## src/rtl/pes_elevator_pkg.sv

```systemverilog
// rtl/pes_elevator_pkg.sv - shared types and one-hot helpers for the elevator call scheduler
package pes_elevator_pkg;

  localparam int NFLOORS_DEF = 8;
  // Helpers work on a fixed 32-bit container; callers zero-extend narrower vectors.
  localparam int VEC_W = 32;

  typedef enum logic [1:0] {
    ST_IDLE   = 2'd0,
    ST_RUN    = 2'd1,
    ST_RETIRE = 2'd2
  } state_e;

  function automatic logic onehot_ok(input logic [VEC_W-1:0] v);
    return (v != '0) && ((v & (v - 32'd1)) == '0);
  endfunction

  function automatic logic [4:0] oh_to_idx(input logic [VEC_W-1:0] v);
    logic [4:0] idx;
    idx = '0;
    for (int i = 0; i < VEC_W; i++) begin
      if (v[i]) idx = 5'(i);
    end
    return idx;
  endfunction

  function automatic logic [VEC_W-1:0] idx_to_oh(input logic [4:0] idx);
    return 32'd1 << idx;
  endfunction

endpackage

```

## src/rtl/pes_elevator_scan_pick.sv

```systemverilog
// rtl/pes_elevator_scan_pick.sv - combinational SCAN picker: next target floor and travel direction
module pes_elevator_scan_pick
  import pes_elevator_pkg::*;
#(
  parameter int NFLOORS = NFLOORS_DEF,
  parameter int IW      = 3
) (
  input  logic [NFLOORS-1:0] pending,
  input  logic [IW-1:0]      cur_idx,
  input  logic               dir_up,
  output logic [NFLOORS-1:0] pick_oh,
  output logic               new_dir_up,
  output logic               any
);

  logic          up_found;
  logic          dn_found;
  logic          here_hit;
  logic [IW-1:0] up_idx;
  logic [IW-1:0] dn_idx;
  logic [IW-1:0] pick_idx;

  always_comb begin
    up_found = 1'b0;
    dn_found = 1'b0;
    up_idx   = '0;
    dn_idx   = '0;
    // Descending scan leaves the lowest index above cur; ascending leaves the highest below.
    for (int i = NFLOORS - 1; i >= 0; i--) begin
      if (pending[i] && (i > int'(cur_idx))) begin
        up_found = 1'b1;
        up_idx   = IW'(i);
      end
    end
    for (int i = 0; i < NFLOORS; i++) begin
      if (pending[i] && (i < int'(cur_idx))) begin
        dn_found = 1'b1;
        dn_idx   = IW'(i);
      end
    end

    here_hit = (int'(cur_idx) < NFLOORS) ? pending[cur_idx] : 1'b0;
    any      = |pending;

    pick_idx   = cur_idx;
    new_dir_up = dir_up;
    if (here_hit) begin
      pick_idx = cur_idx;
    end else if (dir_up) begin
      if (up_found) begin
        pick_idx = up_idx;
      end else begin
        pick_idx   = dn_idx;
        new_dir_up = 1'b0;
      end
    end else begin
      if (dn_found) begin
        pick_idx = dn_idx;
      end else begin
        pick_idx   = up_idx;
        new_dir_up = 1'b1;
      end
    end

    pick_oh = '0;
    if (any) pick_oh[pick_idx] = 1'b1;
  end

endmodule

```

## src/rtl/pes_elevator_scheduler.sv

```systemverilog
// rtl/pes_elevator_scheduler.sv - SCAN call scheduler driving the elevator core with a one-hot target
module pes_elevator_scheduler
  import pes_elevator_pkg::*;
#(
  parameter int NFLOORS     = NFLOORS_DEF,
  parameter int TIMEOUT_CYC = 255
) (
  input  logic               clk,
  input  logic               reset,
  input  logic [NFLOORS-1:0] call_req,
  input  logic [NFLOORS-1:0] cur_floor,
  input  logic               done,
  input  logic               hold,
  output logic [NFLOORS-1:0] target_floor,
  output logic               target_valid,
  output logic               dir_up,
  output logic [NFLOORS-1:0] pending,
  output logic               busy,
  output logic               err,
  output logic               timeout
);

  localparam int IW = (NFLOORS > 1) ? $clog2(NFLOORS) : 1;
  localparam int WW = $clog2(TIMEOUT_CYC + 1);

  state_e             state_q, state_d;
  logic [NFLOORS-1:0] pending_q, pending_d;
  logic [NFLOORS-1:0] target_q, target_d;
  logic               valid_q, valid_d;
  logic               dir_up_q, dir_up_d;
  logic               err_q, err_d;
  logic               timeout_q, timeout_d;
  logic [WW-1:0]      wdog_q, wdog_d;

  logic               cur_ok;
  logic [IW-1:0]      cur_idx;
  logic [NFLOORS-1:0] pick_oh;
  logic               pick_dir_up;
  logic               pick_any;
  logic [NFLOORS-1:0] clr;

  assign cur_ok  = onehot_ok(VEC_W'(cur_floor));
  assign cur_idx = IW'(oh_to_idx(VEC_W'(cur_floor)));

  pes_elevator_scan_pick #(
    .NFLOORS (NFLOORS),
    .IW      (IW)
  ) u_pick (
    .pending    (pending_q),
    .cur_idx    (cur_idx),
    .dir_up     (dir_up_q),
    .pick_oh    (pick_oh),
    .new_dir_up (pick_dir_up),
    .any        (pick_any)
  );

  always_comb begin
    state_d   = state_q;
    target_d  = target_q;
    valid_d   = valid_q;
    dir_up_d  = dir_up_q;
    timeout_d = 1'b0;
    wdog_d    = wdog_q;
    err_d     = ~cur_ok;
    // Clear applied after the OR so a call on the floor just served is absorbed.
    clr       = (state_q == ST_RETIRE) ? target_q : '0;
    pending_d = (pending_q | call_req) & ~clr;

    case (state_q)
      ST_IDLE: begin
        if (pick_any && !hold && !err_q && cur_ok) begin
          target_d = pick_oh;
          valid_d  = 1'b1;
          dir_up_d = pick_dir_up;
          wdog_d   = '0;
          state_d  = ST_RUN;
        end
      end
      ST_RUN: begin
        if (done) begin
          wdog_d  = '0;
          state_d = ST_RETIRE;
        end else if (wdog_q == WW'(TIMEOUT_CYC - 1)) begin
          timeout_d = 1'b1;
          valid_d   = 1'b0;
          target_d  = '0;
          wdog_d    = '0;
          state_d   = ST_IDLE;
        end else begin
          wdog_d = wdog_q + 1'b1;
        end
      end
      ST_RETIRE: begin
        valid_d  = 1'b0;
        target_d = '0;
        state_d  = ST_IDLE;
      end
      default: begin
        valid_d  = 1'b0;
        target_d = '0;
        state_d  = ST_IDLE;
      end
    endcase
  end

  always_ff @(posedge clk or negedge reset) begin
    if (!reset) begin
      state_q   <= ST_IDLE;
      pending_q <= '0;
      target_q  <= '0;
      valid_q   <= 1'b0;
      dir_up_q  <= 1'b1;
      err_q     <= 1'b0;
      timeout_q <= 1'b0;
      wdog_q    <= '0;
    end else begin
      state_q   <= state_d;
      pending_q <= pending_d;
      target_q  <= target_d;
      valid_q   <= valid_d;
      dir_up_q  <= dir_up_d;
      err_q     <= err_d;
      timeout_q <= timeout_d;
      wdog_q    <= wdog_d;
    end
  end

  assign target_floor = target_q;
  assign target_valid = valid_q;
  assign dir_up       = dir_up_q;
  assign pending      = pending_q;
  assign busy         = (state_q != ST_IDLE);
  assign err          = err_q;
  assign timeout      = timeout_q;

endmodule

```

## config.mk

```make
export PLATFORM = sky130hd
export DESIGN_NAME = pes_elevator_scheduler
export DESIGN_NICKNAME = d
export VERILOG_FILES = /design/src/rtl/pes_elevator_pkg.sv /design/src/rtl/pes_elevator_scan_pick.sv /design/src/rtl/pes_elevator_scheduler.sv
export SDC_FILE = /design/constraint.sdc
export NUM_CORES = 1
export LEC_CHECK = 0
export BUFFER_PORTS_ARGS = -buffer_cell sky130_fd_sc_hd__buf_2
export CAP_MARGIN = 20
export CORE_ASPECT_RATIO = 1.4
export CORE_UTILIZATION = 40
export CTS_CLUSTER_SIZE = 20
export DETAILED_ROUTE_END_ITERATION = 12
export PLACE_DENSITY = 0.67
export SLEW_MARGIN = 20
export SYNTH_ARGS = -nofsm -noshare
export SYNTH_HDL_FRONTEND = slang
export SYNTH_SLANG_ARGS = --single-unit
```

## constraint.sdc

```tcl
create_clock -name clk -period 2.6 [get_ports clk]
set_input_delay 0.39 -clock clk [delete_from_list [all_inputs] [get_ports clk]]
set_output_delay 0.39 -clock clk [all_outputs]
set_load 0.01 [all_outputs]
```

== Word level (Yosys, flattened, before mapping) ==
Cells that the tools add are included.

* $add $sub $neg: 2
* Magnitude comparators: 17
* Eq/ne operators: 7
* Muxes and demuxes: 66
* Bitwise logic cells: 6
* Reduce and logical (&&, ||, !) cells: 31

{| class="wikitable"
|+ Operators by type and width
! cell !! count
|-
| 2-to-1 mux 8 bit || 8
|-
| 2-to-1 mux 3 bit || 20
|-
| bitwise AND 8 x 32 -> 32 bit || 1
|-
| zero test 32 bit || 1
|-
| case mux 8 bit (2 select lines) || 2
|-
| 2-to-1 mux 1 bit || 27
|-
| logical AND 1 bit || 19
|-
| > comparator 3 bit (first input constant) || 4
|-
| 2-to-1 mux 2 bit || 5
|-
| less-than comparator 3 bit (first input constant) || 3
|-
| subtractor 8 x 1 -> 9 bit (second input constant) || 1
|-
| adder 8 x 1 -> 8 bit (second input constant) || 1
|-
| bitwise AND 8 bit || 1
|-
| equality test 8 bit (second input constant) || 1
|-
| less-than comparator 3 x 4 -> 1 bit (second input constant) || 2
|-
| NOT 8 bit || 1
|-
| OR 8 bit || 1
|-
| nonzero test 8 bit || 1
|-
| OR reduction 8 bit || 1
|-
| > comparator 2 x 3 -> 1 bit (first input constant) || 2
|-
| less-than comparator 1 x 3 -> 1 bit (first input constant) || 2
|-
| less-than comparator 2 x 3 -> 1 bit (first input constant) || 2
|-
| != test 2 bit (second input constant) || 3
|-
| AND reduction 3 bit || 2
|-
| 14 further kinds || 18
|}

* Bits in registers: 30
* Bits of input ports: 20
* Output and inout bits: 21
* Word-level logic and storage cells: 137

== Logic depth before layout (Yosys ltp) ==
Gate-level depths: netlist (run 1).

* Depth in word-level cells: 26
* Depth in mapped cells: 9

== Cells and area by module ==
From an unflattened synthesis (run 1), not the netlist that was laid out.

* Cell total of the unflattened synthesis: 260
* Area, all modules: 2343.5 um^2

{| class="wikitable"
|+ By module, submodules not included
! module !! instances !! cells each !! area an instance (um^2) !! sequential area each (um^2)
|-
| pes_elevator_scheduler || 1 || 159 || 1546.5 || 752.0
|-
| pes_elevator_scan_pick || 1 || 101 || 797.0 || 0.0
|}

== Worst setup path before layout (run 1) ==
No wires, ideal clock.

* Kind: input-to-reg
* From: input cur_floor[7]
* To: register target_q[3] (netlist: target_floor[3])
* Library setup time: 0.079 ns
* Data arrival time: 2.370 ns
* Setup slack: 0.151 ns
* Cell stages on the path: 7
* Cell sequence: or4_4 > or3_1 > a21oi_2 > a21oi_1 > o211a_1 > or4_1 > o2bb2ai_1

* Longest elaborated chain between the ends: 20

{| class="wikitable"
|+ Ends and longest elaborated chain
! item !! line !! source
|-
| start: declaration || pes_elevator_scheduler.sv:11 || <nowiki>input logic [NFLOORS-1:0] cur_floor,</nowiki>
|-
| 2-to-1 mux 3 bit || pes_elevator_pkg.sv:22 || <nowiki>if (v[i]) idx = 5'(i);</nowiki>
|-
| > comparator 3 bit / less-than comparator 1 x 3 -> 1 bit (equally long branches) || pes_elevator_scan_pick.sv:30, pes_elevator_scan_pick.sv:36 ||
|-
| logical AND 1 bit (on tied branches) || pes_elevator_scan_pick.sv:30, pes_elevator_scan_pick.sv:36 ||
|-
| 2-to-1 mux 3 bit (tied with other cells) (7 in series) || pes_elevator_scan_pick.sv:30 || <nowiki>if (pending[i] && (i > int'(cur_idx))) begin</nowiki>
|-
| 2-to-1 mux 3 bit (on tied branches) || pes_elevator_scan_pick.sv:57, pes_elevator_scan_pick.sv:50 ||
|-
| 2-to-1 mux 3 bit || pes_elevator_scan_pick.sv:49 || <nowiki>end else if (dir_up) begin</nowiki>
|-
| 2-to-1 mux 3 bit || pes_elevator_scan_pick.sv:47 || <nowiki>if (here_hit) begin</nowiki>
|-
| less-than comparator 3 x 4 -> 1 bit (implied by the code) / greater-or-equal comparator 3 x 1 -> 1 bit (equally long branches) || pes_elevator_scan_pick.sv:66 || <nowiki>if (any) pick_oh[pick_idx] = 1'b1;</nowiki>
|-
| logical AND 1 bit (implied by the code) || pes_elevator_scan_pick.sv:66 ||
|-
| 2-to-1 mux 1 bit (implied by the code) || pes_elevator_scan_pick.sv:66 ||
|-
| demux 1 bit (select 3 bit) || -- ||
|-
| 2-to-1 mux 8 bit || pes_elevator_scan_pick.sv:66 ||
|-
| 2-to-1 mux 8 bit || pes_elevator_scheduler.sv:71 || <nowiki>if (pick_any && !hold && !err_q && cur_ok) begin</nowiki>
|-
| case mux 8 bit (2 select lines) || pes_elevator_scheduler.sv:69 || <nowiki>case (state_q)</nowiki>
|-
| end signal: assignment || pes_elevator_scheduler.sv:119 || <nowiki>target_q <= target_d;</nowiki>
|-
| end: declaration || pes_elevator_scheduler.sv:28 || <nowiki>logic [NFLOORS-1:0] target_q, target_d;</nowiki>
|}

Parallel ways exist; a longest one is shown, timed or not. The select of a mux whose other input is x is not followed.
A chain may end at the register's enable or synchronous reset.

== Worst setup path in the final report (run 1) ==
Ends and elaborated chain as after synthesis.

==> results of run 1 <==
[layer usage]
metal | wire length [um] | up-vias | track usage
li1 | - | 1004 | -
met1 | 2340 | 977 | 0.232
met2 | 2830 | 42 | 0.378
met3 | 131 | 8 | 0.0303
met4 | 76 | 0 | 0.0719
met5 | 0 | - | 0
[area by class of cell]
class,instances,share of cell area
multi-input cells,183,0.465
clock buffers,8,0.0425
repair buffers,67,0.156
flip-flops and latches,30,0.290
inverters,11,0.0159
well taps,64,0.0309
[report_power, final]
part	leakage [nW]	internal, mW	switching, mW
registers	0.354	0.473	0.00607
logic	0.735	0.0680	0.0804
clock network	0.0575	0.267	0.166
total	1.15	0.808	0.253
[worst paths after layout]
check	startpoint	endpoint	slack (ps)	cells past startpoint
min in group clk	done	timeout	310	2
worst min register to register	target_floor[1]	pending[1]	470	1
worst max register to register	pending[5]	target_floor[3]	260	7
max in group asynchronous	reset	wdog_q[3]	2020	1
worst min-delay path	reset	pending[7]	140	1
worst max-delay path	cur_floor[7]	target_floor[3]	200	8
[metrics by stage]
step                      instances  TNS [ps]  worst slack [ps]  hold slack (ps)
after floorplan                 236         0               151             94.4
after global placement          355     -75.7             -39.7              459
after detailed placement        355      -474             -69.2              457
after CTS                       363         0               212              161
after global routing            363         0              79.0              189
final                           363         0               204              140
[cell families (layout without fill, tap and decap cells)]
group	after synthesis	in the layout	share of synthesized area
muxes	4	4	0.0195
xor gates and xnor gates	1	1	0.00427
buffers and inverters	23	86	0.0470
DFF	30	30	0.366
and+or+nand+nor	96	96	0.252
AOI/OAI and AO/OA	79	79	0.293
adders and majority gates	3	3	0.0171
[state kept, by name, indices dropped and copies added, names as in the netlist]
| name | flops |
|---|---|
| dir_up | 1 |
| pending | 8 |
| state_q | 2 |
| target_valid | 1 |
| err | 1 |
| target_floor | 8 |
| wdog_q | 8 |
| timeout | 1 |
[cell usage after synthesis (2+ instances only)]
library cell	n
sky130_fd_sc_hd__a32o_1	6
sky130_fd_sc_hd__nand2_1	8
sky130_fd_sc_hd__clkbuf_1	8
sky130_fd_sc_hd__or2_1	2
sky130_fd_sc_hd__mux2i_1	4
sky130_fd_sc_hd__or2_2	3
sky130_fd_sc_hd__o21a_1	4
sky130_fd_sc_hd__dfrtp_1	29
sky130_fd_sc_hd__a31oi_1	7
sky130_fd_sc_hd__nor2_1	31
sky130_fd_sc_hd__o211ai_1	5
sky130_fd_sc_hd__or4_1	3
sky130_fd_sc_hd__a22o_1	2
sky130_fd_sc_hd__and3_1	3
sky130_fd_sc_hd__and2_1	4
sky130_fd_sc_hd__o2bb2ai_1	6
sky130_fd_sc_hd__nand3_1	11
sky130_fd_sc_hd__a22oi_1	2
sky130_fd_sc_hd__nand4_1	2
sky130_fd_sc_hd__nor2b_1	4
sky130_fd_sc_hd__o21bai_1	2
sky130_fd_sc_hd__a21o_1	3
sky130_fd_sc_hd__o21ai_0	5
sky130_fd_sc_hd__nand2b_1	5
sky130_fd_sc_hd__nor3_1	8
sky130_fd_sc_hd__ha_1	2
sky130_fd_sc_hd__or3_1	4
sky130_fd_sc_hd__inv_1	11
sky130_fd_sc_hd__a21oi_1	18
sky130_fd_sc_hd__buf_2	2
[worst max-delay path, stage by stage]
cell and delay (ps):
sky130_fd_sc_hd__buf_2 110, sky130_fd_sc_hd__or4_4 540, sky130_fd_sc_hd__or3_1 340, sky130_fd_sc_hd__a21oi_2 190, sky130_fd_sc_hd__a21oi_1 100, sky130_fd_sc_hd__o211a_1 290, sky130_fd_sc_hd__or4_1 520, sky130_fd_sc_hd__o2bb2ai_1 130
==> flow_summary.html, run 1 <==
<table>
<tr><th>Metric</th><th>Value</th></tr>
<tr><th colspan="2">Layout</th></tr>
<tr><td>Proportion of layout cells with a drive suffix above 1</td><td>0.301</td></tr>
<tr><td>Multi-input gate area</td><td>0.00120 mm^2</td></tr>
<tr><td>Fill cells</td><td>475</td></tr>
<tr><td>Commonest non-fill, non-tap cell in the layout</td><td>sky130_fd_sc_hd__buf_2</td></tr>
<tr><td>Layout net count</td><td>320</td></tr>
<tr><td>Non-Filler Cell Area, Final</td><td>0.00259 mm^2</td></tr>
<tr><td>Layout Utilization</td><td>0.531</td></tr>
<tr><td>Area growth from synthesis to layout</td><td>26.2%</td></tr>
<tr><td>Most frequent cells in the layout</td><td>sky130_fd_sc_hd__buf_2 (40), sky130_fd_sc_hd__nor2_1 (31), sky130_fd_sc_hd__dfrtp_1 (29)</td></tr>
<tr><td>Area taken by flip-flops and latches</td><td>752 um^2</td></tr>
<tr><td>Antenna diode count</td><td>0</td></tr>
<tr><th colspan="2">Timing</th></tr>
<tr><td>Number of pins exceeding their max-slew limit in the final report</td><td>0</td></tr>
<tr><td>Finish-stage setup viols</td><td>0</td></tr>
<tr><td>Final clock period utilization by the worst path</td><td>0.921</td></tr>
<tr><td>Time the final worst path needs with I/O delays and setup</td><td>2400 ps</td></tr>
<tr><td>Worst clock skew on the final layout</td><td>4.07 ps</td></tr>
<tr><td>Fmax</td><td>417 MHz</td></tr>
<tr><td>Slew at the pin with the worst max-slew slack</td><td>745 ps</td></tr>
<tr><td>Setup repair after global routing missed its margin</td><td>false</td></tr>
<tr><td>Final hold vios</td><td>0</td></tr>
<tr><td>Normalized max-slew margin</td><td>0.502</td></tr>
<tr><th colspan="2">CTS</th></tr>
<tr><td>Total clock buffers created by CTS</td><td>5</td></tr>
<tr><td>CTS max path bufs</td><td>2</td></tr>
<tr><td>Later-pin clock latency in the skew report</td><td>280 ps</td></tr>
<tr><td>TritonCTS sink count</td><td>30</td></tr>
<tr><td>Clock Pin Slew Worst Setup and Hold Paths</td><td>60 ps</td></tr>
<tr><td>Post-CTS sizing</td><td>0</td></tr>
<tr><td>Cell at the root of the clock tree</td><td>sky130_fd_sc_hd__clkbuf_8</td></tr>
<tr><td># Post-CTS Setup Buffers</td><td>0</td></tr>
<tr><td>Hold buffer count at cts</td><td>0</td></tr>
<tr><td>H-tree Lvls</td><td>2</td></tr>
<tr><td>Clock tree from TritonCTS</td><td>done</td></tr>
<tr><th colspan="2">Synth</th></tr>
<tr><td>Post-Synthesis Cell Area</td><td>0.00205 mm^2</td></tr>
<tr><td>Syn nets</td><td>258</td></tr>
<tr><td>Library cell occupying the most area in the post-synthesis netlist</td><td>sky130_fd_sc_hd__dfrtp_1</td></tr>
<tr><td>Average cell area after synthesis</td><td>8.69 um^2</td></tr>
<tr><td>EDFF count, synth</td><td>0</td></tr>
<tr><td>Sequential fraction of the synthesis area</td><td>0.366</td></tr>
<tr><td>Cells after synthesis</td><td>236</td></tr>
<tr><td>Share of async-settable or async-resettable flops after synthesis</td><td>1.00</td></tr>
<tr><td>Leading register cell type out of synthesis</td><td>sky130_fd_sc_hd__dfrtp_1</td></tr>
<tr><td>Register bit count reported by yosys</td><td>30</td></tr>
<tr><td>Warning count from the yosys run</td><td>0</td></tr>
<tr><td>Synth area leaders</td><td>sky130_fd_sc_hd__dfrtp_1 (35%), sky130_fd_sc_hd__nor2_1 (5.7%), sky130_fd_sc_hd__a21oi_1 (4.4%)</td></tr>
<tr><td>Portion of synthesized cell area occupied by the leading cell type</td><td>0.354</td></tr>
<tr><td>Synth cell types</td><td>62</td></tr>
<tr><th colspan="2">GRT</th></tr>
<tr><td>Maximum number of pins on one net before global-route repair</td><td>31</td></tr>
<tr><td>Total routing usage reported by global routing</td><td>0.202</td></tr>
<tr><td>Remaining global-route overflow</td><td>0</td></tr>
<tr><td>Number of global-route vias before repair</td><td>1,910</td></tr>
<tr><td>Wire length of the first global-routing pass</td><td>8690 um</td></tr>
<tr><td>Initial antenna violation count</td><td>0</td></tr>
<tr><th colspan="2">Critical path</th></tr>
<tr><td>Startpoint type of the worst setup path</td><td>input port</td></tr>
<tr><td>Arrival time of the worst setup path</td><td>2600 ps</td></tr>
<tr><td>Critical path type</td><td>input port to register</td></tr>
<tr><td>Top fanout value on the critical path</td><td>5</td></tr>
<tr><td>Data required time at the worst endpoint</td><td>2810 ps</td></tr>
<tr><td>Sort of element at the end of the critical path</td><td>register</td></tr>
<tr><th colspan="2">Drt</th></tr>
<tr><td>Total wire length after detailed routing</td><td>5380 um</td></tr>
<tr><td>Via-per-instance ratio</td><td>5.60</td></tr>
<tr><td>Total via count after detailed routing</td><td>2,031</td></tr>
<tr><td>Count of nets left with antenna violations after detail routing</td><td>0</td></tr>
<tr><td>Drt wl/cell</td><td>14.8 um</td></tr>
<tr><td>DRT iter0 DRCs</td><td>71</td></tr>
<tr><td>Post-route DRC violation count</td><td>0</td></tr>
<tr><td>TritonRoute pass-1 iters</td><td>5</td></tr>
<tr><th colspan="2">Place</th></tr>
<tr><td># port buffers</td><td>40</td></tr>
<tr><td>Placed wire-length estimate</td><td>4140 um</td></tr>
<tr><td>Gp weighted congestion</td><td>0.909</td></tr>
<tr><td>Placed standard-cell area</td><td>0.00248 mm^2</td></tr>
<tr><th colspan="2">Die</th></tr>
<tr><td>Placement Rows</td><td>30</td></tr>
<tr><td>CORE AREA</td><td>0.00488 mm^2</td></tr>
<tr><td>Die Y</td><td>86.7 um</td></tr>
<tr><td>Initial core utilization</td><td>0.421</td></tr>
<tr><td>I/O pin total</td><td>41</td></tr>
<tr><td>Area enclosed by the die boundary</td><td>0.00542 mm^2</td></tr>
<tr><td>Width of the die</td><td>62.5 um</td></tr>
<tr><th colspan="2">Power</th></tr>
<tr><td>Highest ir drop seen on vdd</td><td>444 uV</td></tr>
<tr><td>Power per unit of standard cell area</td><td>410 mW/mm^2</td></tr>
<tr><td>Leak pwr</td><td>1.15 nW</td></tr>
<tr><td>Final Power</td><td>1.06 mW</td></tr>
<tr><th colspan="2">Run</th></tr>
<tr><td>Max-capacitance violation count</td><td>0</td></tr>
<tr><th colspan="2">Outcome</th></tr>
<tr><td>Outcome</td><td>finished, final reports clean</td></tr>
<tr><th colspan="2">Min path</th></tr>
<tr><td>Min-Delay Path Class</td><td>input port to asynchronous set/reset pin</td></tr>
</table>
Note: power is estimated with default switching activity, not from simulation.
==> run 2, diff against run 1 <==
Settings changed: CAP_MARGIN 20 to 40, CORE_UTILIZATION 40 to 55, GPL_TIMING_DRIVEN set to 0, PLACE_DENSITY 0.67 to 0.86.
==> flow_summary.html, run 2 (synthesis results as in run 1) <==
<table>
<tr><th>Metric</th><th>Value</th></tr>
<tr><th colspan="2">Power</th></tr>
<tr><td>Leak pwr</td><td>1.03 nW</td></tr>
<tr><td>Final Power</td><td>0.989 mW</td></tr>
<tr><td>Power per unit of standard cell area</td><td>412 mW/mm^2</td></tr>
<tr><td>Highest ir drop seen on vdd</td><td>453 uV</td></tr>
<tr><th colspan="2">Drt</th></tr>
<tr><td>DRT iter0 DRCs</td><td>45</td></tr>
<tr><td>Post-route DRC violation count</td><td>0</td></tr>
<tr><td>Total via count after detailed routing</td><td>2,023</td></tr>
<tr><td>Count of nets left with antenna violations after detail routing</td><td>0</td></tr>
<tr><td>Total wire length after detailed routing</td><td>5010 um</td></tr>
<tr><td>Drt wl/cell</td><td>15.6 um</td></tr>
<tr><td>TritonRoute pass-1 iters</td><td>4</td></tr>
<tr><td>Via-per-instance ratio</td><td>6.30</td></tr>
<tr><th colspan="2">Critical path</th></tr>
<tr><td>Cell Chain, Critical Path</td><td>buf_2 &gt; clkbuf_1 &gt; or2_2 &gt; a31oi_1 &gt; mux2i_1 &gt; and2_1 &gt; o311a_1 &gt; or4_1 &gt; o2bb2ai_1</td></tr>
<tr><td>Sort of element at the end of the critical path</td><td>register</td></tr>
<tr><td>Library cell contributing the largest single delay on the critical path</td><td>sky130_fd_sc_hd__or4_1</td></tr>
<tr><td>Crit path buffers/inverters</td><td>2</td></tr>
<tr><td>Startpoint type of the worst setup path</td><td>input port</td></tr>
<tr><td>Top cell family by delay on the critical path</td><td>simple AND/OR/NAND/NOR gates</td></tr>
<tr><td>Data required time at the worst endpoint</td><td>2800 ps</td></tr>
<tr><td>Critical path type</td><td>input port to register</td></tr>
<tr><td>Biggest cell delay along the critical path</td><td>490 ps</td></tr>
<tr><td>Arrival time of the worst setup path</td><td>2690 ps</td></tr>
<tr><td>Top fanout value on the critical path</td><td>10</td></tr>
<tr><th colspan="2">Place</th></tr>
<tr><td># port buffers</td><td>39</td></tr>
<tr><td>Placed standard-cell area</td><td>0.00230 mm^2</td></tr>
<tr><td>Gp weighted congestion</td><td>0.869</td></tr>
<tr><td>Placed wire-length estimate</td><td>3800 um</td></tr>
<tr><th colspan="2">Timing</th></tr>
<tr><td>Final hold vios</td><td>0</td></tr>
<tr><td>Setup repair after global routing missed its margin</td><td>false</td></tr>
<tr><td>Fmax</td><td>402 MHz</td></tr>
<tr><td>Slew at the pin with the worst max-slew slack</td><td>641 ps</td></tr>
<tr><td>Time the final worst path needs with I/O delays and setup</td><td>2490 ps</td></tr>
<tr><td>Worst hold slack after final layout</td><td>129 ps</td></tr>
<tr><td>Finish-stage setup viols</td><td>0</td></tr>
<tr><td>Setup TNS</td><td>0 ps</td></tr>
<tr><td>Final clock period utilization by the worst path</td><td>0.958</td></tr>
<tr><td>Number of pins exceeding their max-slew limit in the final report</td><td>0</td></tr>
<tr><td>Normalized max-slew margin</td><td>0.573</td></tr>
<tr><td>Worst clock skew on the final layout</td><td>5.72 ps</td></tr>
<tr><th colspan="2">Die</th></tr>
<tr><td>CORE AREA</td><td>0.00347 mm^2</td></tr>
<tr><td>I/O pin total</td><td>41</td></tr>
<tr><td>Die Y</td><td>74.3 um</td></tr>
<tr><td>Area enclosed by the die boundary</td><td>0.00398 mm^2</td></tr>
<tr><td>Initial core utilization</td><td>0.591</td></tr>
<tr><td>Placement Rows</td><td>25</td></tr>
<tr><td>Width of the die</td><td>53.6 um</td></tr>
<tr><th colspan="2">Min path</th></tr>
<tr><td>Min-Delay Path Class</td><td>input port to asynchronous set/reset pin</td></tr>
<tr><th colspan="2">GRT</th></tr>
<tr><td>Initial antenna violation count</td><td>0</td></tr>
<tr><td>Maximum number of pins on one net before global-route repair</td><td>31</td></tr>
<tr><td>Wire length of the first global-routing pass</td><td>8140 um</td></tr>
<tr><td>Number of global-route vias before repair</td><td>1,916</td></tr>
<tr><td>Remaining global-route overflow</td><td>0</td></tr>
<tr><td>Total routing usage reported by global routing</td><td>0.281</td></tr>
<tr><th colspan="2">Layout</th></tr>
<tr><td>Area growth from synthesis to layout</td><td>16.8%</td></tr>
<tr><td>Antenna diode count</td><td>0</td></tr>
<tr><td>Layout net count</td><td>302</td></tr>
<tr><td>Commonest non-fill, non-tap cell in the layout</td><td>sky130_fd_sc_hd__buf_2</td></tr>
<tr><td>Most frequent cells in the layout</td><td>sky130_fd_sc_hd__buf_2 (41), sky130_fd_sc_hd__nor2_1 (31), sky130_fd_sc_hd__dfrtp_1 (29)</td></tr>
<tr><td>Non-Filler Cell Area, Final</td><td>0.00240 mm^2</td></tr>
<tr><td>Fill cells</td><td>310</td></tr>
<tr><td>Layout Utilization</td><td>0.690</td></tr>
<tr><td>Proportion of layout cells with a drive suffix above 1</td><td>0.235</td></tr>
<tr><th colspan="2">CTS</th></tr>
<tr><td>Later-pin clock latency in the skew report</td><td>280 ps</td></tr>
<tr><td>Hold buffer count at cts</td><td>0</td></tr>
<tr><td>Clock tree from TritonCTS</td><td>done</td></tr>
<tr><td>Total clock buffers created by CTS</td><td>5</td></tr>
<tr><td>CTS max path bufs</td><td>2</td></tr>
<tr><td>Post-CTS sizing</td><td>0</td></tr>
<tr><td># Post-CTS Setup Buffers</td><td>0</td></tr>
<tr><td>TritonCTS sink count</td><td>30</td></tr>
<tr><td>H-tree Lvls</td><td>2</td></tr>
<tr><td>Cell at the root of the clock tree</td><td>sky130_fd_sc_hd__clkbuf_8</td></tr>
<tr><td>Clock Pin Slew Worst Setup and Hold Paths</td><td>60 ps</td></tr>
<tr><th colspan="2">Outcome</th></tr>
<tr><td>Outcome</td><td>finished, final reports clean</td></tr>
<tr><th colspan="2">Run</th></tr>
<tr><td>Max-capacitance violation count</td><td>0</td></tr>
</table>
## run 2: stage by stage
stage               setup slack [ps]  cells
floorplan                        151    236
global placement                -255    315
detailed placement              -226    315
CTS                             28.4    323
global route                    15.0    321
finish                           110    321
## run 2: worst paths after layout
path | to | startpoint | cells past startpoint | slack, ps
worst max-delay path | target_floor[3] | cur_floor[5] | 9 | 110
worst min-delay path | pending[1] | reset | 1 | 130
worst max register to register | target_floor[3] | pending[4] | 8 | 150
worst min register to register | pending[4] | target_floor[4] | 1 | 470
max in group asynchronous | wdog_q[1] | reset | 1 | 2050
min in group clk | timeout | done | 2 | 310
## run 2: layer usage
metal / vias to the layer above / share of wire / track usage
li1: 969 / - / -
met1: 971 / 0.41 / 0.326
met2: 68 / 0.52 / 0.490
met3: 15 / 0.042 / 0.0491
met4: 0 / 0.029 / 0.132
met5: - / 0 / 0
## run 2: cell type report
class	count	area (um^2)	share of cell area
plain buffers	10	48.8	0.0204
clock buffers	8	90.1	0.0376
inverters	11	41.3	0.0172
multi-input cells	183	1220	0.509
flip-flops and latches	30	752	0.314
well taps	40	50.0	0.0209
repair buffers	39	195	0.0814
## run 2: power breakdown
part | internal (mW) | switching [mW] | leakage [nW]
Sequential | 0.473 | 0.00628 | 0.354
Combinational | 0.0532 | 0.0775 | 0.634
Clock | 0.215 | 0.163 | 0.0455
Total | 0.742 | 0.247 | 1.03
==> run 3, diff against run 2 <==
==> constraint.sdc (replaced) <==
create_clock -name clk -period 2.6 [get_ports clk]
set_input_delay 0.13 -clock clk [delete_from_list [all_inputs] [get_ports clk]]
set_output_delay 0.13 -clock clk [all_outputs]
set_load 0.01 [all_outputs]
==> flow_summary.html, run 3 (synthesis results as in run 1) <==
<table>
<tr><th>Metric</th><th>Value</th></tr>
<tr><th colspan="2">GRT</th></tr>
<tr><td>Number of global-route vias before repair</td><td>1,918</td></tr>
<tr><td>Met2 usage</td><td>0.489</td></tr>
<tr><td>Total routing usage reported by global routing</td><td>0.282</td></tr>
<tr><td>Initial antenna violation count</td><td>0</td></tr>
<tr><td>Remaining global-route overflow</td><td>0</td></tr>
<tr><td>Maximum number of pins on one net before global-route repair</td><td>31</td></tr>
<tr><td>Busiest metal layer after global routing</td><td>met2</td></tr>
<tr><td>Met3 Track Usage GR</td><td>0.0491</td></tr>
<tr><td>Wire length of the first global-routing pass</td><td>8150 um</td></tr>
<tr><td>Met1 GRT Util</td><td>0.330</td></tr>
<tr><th colspan="2">CTS</th></tr>
<tr><td>Clock tree from TritonCTS</td><td>done</td></tr>
<tr><td>CTS max path bufs</td><td>2</td></tr>
<tr><td>Later-pin clock latency in the skew report</td><td>280 ps</td></tr>
<tr><td>TritonCTS sink count</td><td>30</td></tr>
<tr><td># Post-CTS Setup Buffers</td><td>0</td></tr>
<tr><td>Cell at the root of the clock tree</td><td>sky130_fd_sc_hd__clkbuf_8</td></tr>
<tr><td>Total clock buffers created by CTS</td><td>5</td></tr>
<tr><td>Clock Pin Slew Worst Setup and Hold Paths</td><td>60 ps</td></tr>
<tr><td>H-tree Lvls</td><td>2</td></tr>
<tr><th colspan="2">Place</th></tr>
<tr><td>Placed standard-cell area</td><td>0.00230 mm^2</td></tr>
<tr><td># port buffers</td><td>39</td></tr>
<tr><td>Minimum setup slack after placement</td><td>33.8 ps</td></tr>
<tr><td>Placed wire-length estimate</td><td>3800 um</td></tr>
<tr><td>Dpl cells</td><td>315</td></tr>
<tr><td>Gp weighted congestion</td><td>0.869</td></tr>
<tr><th colspan="2">Critical path</th></tr>
<tr><td>Arrival time of the worst setup path</td><td>2620 ps</td></tr>
<tr><td>Startpoint type of the worst setup path</td><td>register</td></tr>
<tr><td>Crit path buffers/inverters</td><td>1</td></tr>
<tr><td>Critical path type</td><td>register to register</td></tr>
<tr><td>Biggest cell delay along the critical path</td><td>520 ps</td></tr>
<tr><td>Top fanout value on the critical path</td><td>9</td></tr>
<tr><td>Top cell family by delay on the critical path</td><td>simple AND/OR/NAND/NOR gates</td></tr>
<tr><td>Data required time at the worst endpoint</td><td>2800 ps</td></tr>
<tr><td>Library cell contributing the largest single delay on the critical path</td><td>sky130_fd_sc_hd__or4_1</td></tr>
<tr><td>Sort of element at the end of the critical path</td><td>register</td></tr>
<tr><td>Cell Chain, Critical Path</td><td>clkbuf_1 &gt; nor2b_1 &gt; o21ai_1 &gt; a31oi_1 &gt; or3_1 &gt; o211a_1 &gt; or4_1 &gt; o2bb2ai_1</td></tr>
<tr><th colspan="2">Timing</th></tr>
<tr><td>Final clock period utilization by the worst path</td><td>0.934</td></tr>
<tr><td>Final hold vios</td><td>0</td></tr>
<tr><td>Setup TNS</td><td>0 ps</td></tr>
<tr><td>Normalized max-slew margin</td><td>0.541</td></tr>
<tr><td>Final setup margin</td><td>173 ps</td></tr>
<tr><td>Setup repair after global routing missed its margin</td><td>false</td></tr>
<tr><td>Finish-stage setup viols</td><td>0</td></tr>
<tr><td>Worst clock skew on the final layout</td><td>6.47 ps</td></tr>
<tr><td>Time the final worst path needs with I/O delays and setup</td><td>2430 ps</td></tr>
<tr><td>Worst hold slack after final layout</td><td>51.3 ps</td></tr>
<tr><td>Slew at the pin with the worst max-slew slack</td><td>670 ps</td></tr>
<tr><td>Number of pins exceeding their max-slew limit in the final report</td><td>0</td></tr>
<tr><td>Fmax</td><td>412 MHz</td></tr>
<tr><th colspan="2">Layout</th></tr>
<tr><td>Multi-input gate area</td><td>0.00120 mm^2</td></tr>
<tr><td>Layout Utilization</td><td>0.689</td></tr>
<tr><td>Most frequent cells in the layout</td><td>sky130_fd_sc_hd__buf_2 (41), sky130_fd_sc_hd__nor2_1 (31), sky130_fd_sc_hd__dfrtp_1 (29)</td></tr>
<tr><td>Layout net count</td><td>304</td></tr>
<tr><td>Area growth from synthesis to layout</td><td>16.6%</td></tr>
<tr><td>Area taken by flip-flops and latches</td><td>752 um^2</td></tr>
<tr><td>Fin cells</td><td>323</td></tr>
<tr><td>Commonest non-fill, non-tap cell in the layout</td><td>sky130_fd_sc_hd__buf_2</td></tr>
<tr><td>Non-Filler Cell Area, Final</td><td>0.00239 mm^2</td></tr>
<tr><td>Fill cells</td><td>315</td></tr>
<tr><td>Antenna diode count</td><td>0</td></tr>
<tr><td>Proportion of layout cells with a drive suffix above 1</td><td>0.223</td></tr>
<tr><th colspan="2">Die</th></tr>
<tr><td>Width of the die</td><td>53.6 um</td></tr>
<tr><td>CORE AREA</td><td>0.00347 mm^2</td></tr>
<tr><td>Area enclosed by the die boundary</td><td>0.00398 mm^2</td></tr>
<tr><td>I/O pin total</td><td>41</td></tr>
<tr><td>Placement Rows</td><td>25</td></tr>
<tr><td>Initial core utilization</td><td>0.591</td></tr>
<tr><td>Die Y</td><td>74.3 um</td></tr>
<tr><th colspan="2">Drt</th></tr>
<tr><td>Total via count after detailed routing</td><td>2,011</td></tr>
<tr><td>Total wire length after detailed routing</td><td>4980 um</td></tr>
<tr><td>Count of nets left with antenna violations after detail routing</td><td>0</td></tr>
<tr><td>Via-per-instance ratio</td><td>6.23</td></tr>
<tr><td>DRT iter0 DRCs</td><td>43</td></tr>
<tr><td>TritonRoute pass-1 iters</td><td>4</td></tr>
<tr><td>Drt wl/cell</td><td>15.4 um</td></tr>
<tr><td>Post-route DRC violation count</td><td>0</td></tr>
<tr><th colspan="2">Run</th></tr>
<tr><td>Max-capacitance violation count</td><td>0</td></tr>
<tr><th colspan="2">Power</th></tr>
<tr><td>Power per unit of standard cell area</td><td>412 mW/mm^2</td></tr>
<tr><td>Final Power</td><td>0.987 mW</td></tr>
<tr><td>Highest ir drop seen on vdd</td><td>457 uV</td></tr>
<tr><td>Leak pwr</td><td>1.03 nW</td></tr>
<tr><th colspan="2">Min path</th></tr>
<tr><td>Min-Delay Path Class</td><td>input port to register</td></tr>
<tr><th colspan="2">Outcome</th></tr>
<tr><td>Outcome</td><td>finished, final reports clean</td></tr>
</table>
==> run 3: cell count changes in the layout (fill, tap and decap cells not counted), sizes merged <==
cell / before / now
clkbuf: 14 / 15
dlygate4sd3: 0 / 1
==> run 3: routing by layer <==
layer | up-vias | wire length (um)
met5 | - | 0
met4 | 0 | 148
met3 | 16 | 204
met2 | 57 | 2590
met1 | 958 | 2030
li1 | 980 | -
==> run 3: repair_timing <==
item                                    4_1_cts  5_1_grt
endpoints found under the setup margin        0        4
hold buffers                                  1        0
gates resized for setup                       0        2
hold endpoints to repair                     29        0
==> run 3: worst paths after layout <==
| kind | to | depth (start not counted) | slack [ps] | start |
|---|---|---|---|---|
| worst max-delay path | target_floor[3] | 8 | 170 | pending[4] |
| worst min register to register | pending[4] | 1 | 470 | target_floor[4] |
| worst min-delay path | timeout | 2 | 50 | done |
| worst max register to register | target_floor[3] | 8 | 170 | pending[4] |
| max in group asynchronous | wdog_q[0] | 2 | 1770 | reset |
| min in group asynchronous | pending[7] | 2 | 410 | reset |
==> run 3: area by class of cell <==
type | instances | share of cell area
Multi-Input combinational cell | 183 | 0.503
Sequential cell | 30 | 0.314
Timing Repair Buffer | 40 | 0.0857
Clock buffer | 8 | 0.0376
Buffer | 11 | 0.0214
Tap cell | 40 | 0.0209
Inverter | 11 | 0.0173
==> run 3: worst register-to-register path: stages (launching register included) <==
cell	delay, ps
sky130_fd_sc_hd__dfrtp_1	370
sky130_fd_sc_hd__clkbuf_1	210
sky130_fd_sc_hd__nor2b_1	200
sky130_fd_sc_hd__o21ai_1	230
sky130_fd_sc_hd__a31oi_1	120
sky130_fd_sc_hd__or3_1	360
sky130_fd_sc_hd__o211a_1	200
sky130_fd_sc_hd__or4_1	520
sky130_fd_sc_hd__o2bb2ai_1	140
==> run 3: report_power, final <==
| part | total (mW) | switching [mW] | internal [mW] |
|---|---|---|---|
| clock | 0.378 | 0.163 | 0.215 |
| sequential | 0.480 | 0.00617 | 0.473 |
| combinational | 0.129 | 0.0764 | 0.0530 |
